===== config.mk =====
export PLATFORM = sky130hd
export DESIGN_NAME = cfg_frame_parser
export DESIGN_NICKNAME = d
export VERILOG_FILES = /design/src/rtl/abcd_cfg_pkg.sv /design/src/rtl/cfg_frame_parser.sv
export SDC_FILE = /design/constraint.sdc
export NUM_CORES = 1
export LEC_CHECK = 0
export CORE_MARGIN = 3
export CORE_UTILIZATION = 50
export DETAILED_ROUTE_END_ITERATION = 7
export MAX_ROUTING_LAYER = met4
export PLACE_DENSITY = 0.75
export SYNTH_ARGS = -nofsm -noshare
export SYNTH_HDL_FRONTEND = slang
export SYNTH_SLANG_ARGS = --single-unit
export TNS_END_PERCENT = 50

===== constraint.sdc =====
create_clock -name clk -period 3.4 [get_ports clk]
set_clock_uncertainty 0.2 [all_clocks]
set_input_delay 0.34 -clock clk [delete_from_list [all_inputs] [get_ports clk]]
set_output_delay 0.34 -clock clk [all_outputs]
set_load 0.02 [all_outputs]

===== src/rtl/abcd_cfg_pkg.sv =====
// Shared definitions for the configuration frame parser: frame header,
// register addresses, parser state encoding and register reset values.
package abcd_cfg_pkg;

    // Frame header byte that starts every frame.
    localparam logic [7:0] HDR_BYTE = 8'hA5;

    // Number of configuration registers in each bank (shadow and active).
    localparam int NUM_REGS = 7;

    // Bank slot of each register; also its frame address.
    localparam int IDX_DELAY_A     = 0;
    localparam int IDX_DELAY_B     = 1;
    localparam int IDX_DELAY_C     = 2;
    localparam int IDX_DELAY_D     = 3;
    localparam int IDX_DUTY_CYCLE  = 4;
    localparam int IDX_SUB_CLK_FEQ = 5;
    localparam int IDX_SUB_CLK_SCL = 6;

    // Frame addresses.
    localparam logic [7:0] ADDR_DELAY_A     = 8'(IDX_DELAY_A);
    localparam logic [7:0] ADDR_DELAY_B     = 8'(IDX_DELAY_B);
    localparam logic [7:0] ADDR_DELAY_C     = 8'(IDX_DELAY_C);
    localparam logic [7:0] ADDR_DELAY_D     = 8'(IDX_DELAY_D);
    localparam logic [7:0] ADDR_DUTY_CYCLE  = 8'(IDX_DUTY_CYCLE);
    localparam logic [7:0] ADDR_SUB_CLK_FEQ = 8'(IDX_SUB_CLK_FEQ);
    localparam logic [7:0] ADDR_SUB_CLK_SCL = 8'(IDX_SUB_CLK_SCL);
    localparam logic [7:0] ADDR_COMMIT      = 8'h0F;

    // Parser states: each names the byte the parser is waiting for.
    typedef enum logic [2:0] {
        ST_IDLE,
        ST_ADDR,
        ST_DHI,
        ST_DLO,
        ST_CSUM
    } state_e;

    // One bank of configuration registers, slot 0 in the low bits.
    typedef logic [NUM_REGS-1:0][15:0] cfg_bank_t;

    // Dividers reset to non-zero values so downstream clocks never divide by 0.
    localparam logic [15:0] RST_DELAY      = 16'h0000;
    localparam logic [15:0] RST_DUTY_CYCLE = 16'h0000;
    localparam logic [15:0] RST_SUB_CLK_FEQ = 16'd100;
    localparam logic [15:0] RST_SUB_CLK_SCL = 16'd1;

    localparam cfg_bank_t CFG_RST = {
        RST_SUB_CLK_SCL,
        RST_SUB_CLK_FEQ,
        RST_DUTY_CYCLE,
        RST_DELAY,
        RST_DELAY,
        RST_DELAY,
        RST_DELAY
    };

    // True for addresses that name a writable shadow register.
    function automatic logic is_reg_addr(input logic [7:0] addr);
        return addr <= ADDR_SUB_CLK_SCL;
    endfunction

endpackage


===== src/rtl/cfg_frame_parser.sv =====
// Configuration frame parser. Receives 5-byte frames (A5, ADDR, DHI, DLO,
// CSUM) from a UART byte stream, writes a shadow register bank, and copies the
// shadow bank to the active outputs atomically on a COMMIT frame. Malformed
// frames and inter-byte timeouts are rejected and counted.
module cfg_frame_parser
    import abcd_cfg_pkg::*;
#(
    parameter int TIMEOUT_CYC = 100000
) (
    input  logic        clk,
    input  logic        rstn,
    input  logic [7:0]  rx_data,
    input  logic        rx_valid,
    output logic [15:0] delay_set_a,
    output logic [15:0] delay_set_b,
    output logic [15:0] delay_set_c,
    output logic [15:0] delay_set_d,
    output logic [15:0] duty_cycle,
    output logic [15:0] sub_clk_feq,
    output logic [15:0] sub_clk_scl,
    output logic        cfg_update,
    output logic        frame_err,
    output logic [7:0]  err_cnt
);

    // The counter must be able to hold TIMEOUT_CYC itself.
    localparam int TMO_W = $clog2(TIMEOUT_CYC + 1);
    localparam logic [TMO_W-1:0] TMO_LIMIT = TMO_W'(TIMEOUT_CYC);

    state_e            state_q,      state_d;
    logic [TMO_W-1:0]  tmo_cnt_q,    tmo_cnt_d;
    logic [7:0]        addr_q,       addr_d;
    logic [7:0]        dhi_q,        dhi_d;
    logic [7:0]        dlo_q,        dlo_d;
    cfg_bank_t         shadow_q,     shadow_d;
    cfg_bank_t         active_q,     active_d;
    logic              cfg_update_q, cfg_update_d;
    logic              frame_err_q,  frame_err_d;
    logic [7:0]        err_cnt_q,    err_cnt_d;

    // Checksum expected for the frame currently being assembled.
    logic [7:0] csum_exp;
    assign csum_exp = addr_q ^ dhi_q ^ dlo_q;

    // Next-state logic: byte parsing, frame evaluation, timeout and error count.
    always_comb begin
        // NOTE: every _d takes its _q value first, so any path that does not
        // assign it holds state instead of inferring a latch.
        state_d      = state_q;
        tmo_cnt_d    = tmo_cnt_q;
        addr_d       = addr_q;
        dhi_d        = dhi_q;
        dlo_d        = dlo_q;
        shadow_d     = shadow_q;
        active_d     = active_q;
        cfg_update_d = 1'b0;
        frame_err_d  = 1'b0;
        err_cnt_d    = err_cnt_q;

        if (rx_valid) begin
            // A received byte always restarts the inter-byte timer, even when
            // the timer would have expired in this same cycle.
            tmo_cnt_d = '0;
            unique case (state_q)
                ST_IDLE: begin
                    // Anything other than the header is line noise; drop it.
                    if (rx_data == HDR_BYTE) begin
                        state_d = ST_ADDR;
                    end
                end
                ST_ADDR: begin
                    addr_d  = rx_data;
                    state_d = ST_DHI;
                end
                ST_DHI: begin
                    dhi_d   = rx_data;
                    state_d = ST_DLO;
                end
                ST_DLO: begin
                    dlo_d   = rx_data;
                    state_d = ST_CSUM;
                end
                ST_CSUM: begin
                    state_d = ST_IDLE;
                    if (rx_data != csum_exp) begin
                        frame_err_d = 1'b1;
                    end else if (addr_q == ADDR_COMMIT) begin
                        // Whole bank moves at once; payload bytes are ignored.
                        active_d     = shadow_q;
                        cfg_update_d = 1'b1;
                    end else if (is_reg_addr(addr_q)) begin
                        shadow_d[addr_q[2:0]] = {dhi_q, dlo_q};
                    end else begin
                        frame_err_d = 1'b1;
                    end
                end
                default: begin
                    state_d = ST_IDLE;
                end
            endcase
        end else if (state_q != ST_IDLE) begin
            // Mid-frame silence: count it, and abandon the frame at the limit.
            if (tmo_cnt_q == TMO_LIMIT) begin
                state_d     = ST_IDLE;
                tmo_cnt_d   = '0;
                frame_err_d = 1'b1;
            end else begin
                tmo_cnt_d = tmo_cnt_q + 1'b1;
            end
        end

        // Error counter saturates so a flood of bad frames stays visible.
        if (frame_err_d && (err_cnt_q != 8'hFF)) begin
            err_cnt_d = err_cnt_q + 8'd1;
        end
    end

    // State, register banks and registered output pulses.
    always_ff @(posedge clk or negedge rstn) begin
        if (!rstn) begin
            state_q      <= ST_IDLE;
            tmo_cnt_q    <= '0;
            addr_q       <= '0;
            dhi_q        <= '0;
            dlo_q        <= '0;
            // NOTE: both banks are reset, not left to power-up contents, so
            // the dividers downstream never see zero.
            shadow_q     <= CFG_RST;
            active_q     <= CFG_RST;
            cfg_update_q <= 1'b0;
            frame_err_q  <= 1'b0;
            err_cnt_q    <= '0;
        end else begin
            // NOTE: non-blocking assignments so every flop samples the
            // pre-edge values computed above, independent of statement order.
            state_q      <= state_d;
            tmo_cnt_q    <= tmo_cnt_d;
            addr_q       <= addr_d;
            dhi_q        <= dhi_d;
            dlo_q        <= dlo_d;
            shadow_q     <= shadow_d;
            active_q     <= active_d;
            cfg_update_q <= cfg_update_d;
            frame_err_q  <= frame_err_d;
            err_cnt_q    <= err_cnt_d;
        end
    end

    assign delay_set_a = active_q[IDX_DELAY_A];
    assign delay_set_b = active_q[IDX_DELAY_B];
    assign delay_set_c = active_q[IDX_DELAY_C];
    assign delay_set_d = active_q[IDX_DELAY_D];
    assign duty_cycle  = active_q[IDX_DUTY_CYCLE];
    assign sub_clk_feq = active_q[IDX_SUB_CLK_FEQ];
    assign sub_clk_scl = active_q[IDX_SUB_CLK_SCL];
    assign cfg_update  = cfg_update_q;
    assign frame_err   = frame_err_q;
    assign err_cnt     = err_cnt_q;

endmodule

==> metrics <==
status finished clean; Bufs and invs on worst path 1; switching share of power 0.2632; Pint 5.791 mW; layout cells sized above 1 0.2898; CTS tree yes; total CTS buffers 28; largest area contributor in the netlist dfrtp_1; largest cells by area after synthesis dfrtp_1 59%, mux2_2 15%, mux2_1 7.0%; Final #Nets around 900; First DRT Iteration DRCs 319; Yosys top cell area share 0.5913; routed length on met1 10930 um; Placer Congestion 0.8075; switching power 2.068 mW; WP data arrival 3120 ps; CP Launch Type flop; post_cts resized 0; Worst-path clk slew 60 ps; largest net degree at the start of global routing 86; Static Leak 6.796 nW; EDFF count, synth 0; CP endpoint kind flop; post-route DRC violation count 0; Rel. slew slack 0.4844; IO Pins 133; delay-heaviest family, CP simple AND/OR/NAND/NOR gates; Slew Limit Fails 0; list of most frequent post-synthesis cells 270 x dfrtp_1, 150 x mux2_2, 71 x mux2_1, 30 x mux2_4, 23 x nand2_1; Layout area overhead 22.13%; Routed Antenna Nets 0; DP Worst Slack roughly 200 ps; CTS Root Cell clkbuf_16; CTS Hold Bufs 1; DR WL met2 11150 um; Die Height 157.2 um; Site Rows 54; sequential-to-total area share from yosys stat 0.6097; Tightest Pin Transition 770.1 ps; Clock power frac 0.410; most frequent cell after synthesis dfrtp_1; vias 6436; Most used DFF post-synth dfrtp_1; first-pass GRT wire length 38050 um; crit-path cells xor2_1 > xnor2_1 > nand4_1 > nor4_4 > buf_4 > nand4_4 > mux2_2; Final Cycle Share 0.8536; Seq pwr share 0.485; Post CTS Setup Buffer Count 0; Synthesized Nets 763; syn_area_per_cell 15.25 um2; final setup margin 497.9 ps; slowest CP cell dfrtp_1; Synth Register Bits 278; met3 wire length 1105 um; Port Buffers 132; gr ovfl total 0; Critical Path Fanout Max 16; Mapped Area 11430 um2; Die ar. 24700 um2; core area 22160 um2; final worst path period need 2902 ps; DP HPWL between 15000 and 20000 um; Power Dens Cells 563.2 nW/um2; Clock Sinks approximately 280; DR vias/cell 5.436; 1st-pass router iterations 4; drt total wl approximately 24000 um; min-delay worst type in -> async; Cell variety after synth 41; Setup-failing EPs final 0; # diodes 0; Max IR drop VDD 0.3979 mV; yosys warns 0; worst skew pair latency 550 ps; Fin. Hold Viols 0; Max Clk Rate 344.6 MHz; maxcap violations 0; required time of the worst setup path 3610 ps; asr flop ratio synth 1.000; power share of the combinational group 0.105; total track usage 0.2021; top sig layer met4; drt wl/cell a little under 20 um; Syn Inst Count 749; Setup CP Type reg -> reg; CP max stage delay 630 ps; Die Span X 157.2 um; initial antenna violation count 0; Starting Density 0.5156; H-tree Lvls 1; CTS Buffer Depth 3; unrepaired setup endpoints after global routing no; vias in the first global route roughly 6600; total negative setup slack 0 ps
[power by group through the flow]
stage | Combinational (mW) | Clock, mW | Sequential [mW]
6_report | 0.829 | 3.22 | 3.81
5_1_grt | 0.924 | 3.43 | 3.84
4_1_cts | 0.846 | 3.29 | 3.82
3_5_place_dp | 0.840 | 0 | 3.88
3_3_place_gp | 0.823 | 0 | 3.87
2_1_floorplan | 0.719 | 0 | 3.60
[placed cells by master (no fill, tap or decap), drive strengths merged, types with 3 or more instances in the layout]
cell	netlist	final
bufinv	0	4
o21ai	21	21
mux2	251	251
and4	3	3
ha	3	3
o31ai	5	5
nor4	4	4
clkdlybuf4s50	0	131
nor2	18	18
nand4	9	9
clkinv	0	6
nand2	23	23
and3	4	4
nor4bb	5	5
dfrtp	270	270
buf	40	16
clkbuf	5	42
xor2	14	14
nand3	17	17
inv	3	3
and2	4	4
xnor2	18	18
dfstp	8	8
a21oi	4	4
nor3	7	7
nor3b	4	4
[stage by stage]
step	power (mW)	hold slack, ps	cell area [um2]	cells	utilization
floorplan	4.316	-155.6	11430	749	-
global placement	4.692	118.1	12950	1131	0.5845
detailed placement	4.715	116.7	12950	1131	0.5845
CTS	7.957	135.0	13950	1184	0.6297
global route	8.199	164.9	13950	1184	0.6297
finish	7.860	141.8	13950	1184	0.6297
[per-layer routing]
metal	vias to the layer above	GRT usage
met5	-	-
met4	0	0.03306
met3	31	0.03327
met2	145	0.3166
met1	3334	0.2874
li1	2926	-
[cell families (layout without fill, tap and decap cells)]
group	after synthesis	after routing	synth area share
compound gates	34	34	0.01730
simple gates	103	103	0.05859
mux	251	251	0.2572
buf+inv	48	203	0.02935
flops	278	278	0.6097
fa+ha+maj	3	3	0.003286
xor+xnor	32	32	0.02453
[worst paths after layout]
check | start | endpoint | slack, ps | depth (start not counted)
worst max-delay path | dhi_q[4] | shadow_q[83] | 500 | 7
worst min-delay path | rstn | shadow_q[45] | 140 | 2
worst max register to register | dhi_q[4] | shadow_q[83] | 500 | 7
worst min register to register | shadow_q[37] | delay_set_c[5] | 270 | 1
max in group asynchronous | rstn | sub_clk_feq[8] | 1850 | 3
min in group clk | shadow_q[37] | delay_set_c[5] | 270 | 1
[registers in the layout (all words and copies together), names as in the netlist, 16 cells and up]
signal       cells
sub_clk_feq     16
sub_clk_scl     16
shadow_q       112
tmo_cnt_q       17
delay_set_b     16
delay_set_d     16
duty_cycle      16
delay_set_a     16
delay_set_c     16
[final cells by class]
type	instances	area (um2)
fill	1649	8207
sequential	278	6967
multi-input combinational	423	4135
timing repair buffer	148	1499
clock buffer	42	813.3
tap	280	350.3
clock inverter	10	178.9
inverter	3	11.26
Note: power is estimated with default switching activity, not from simulation.
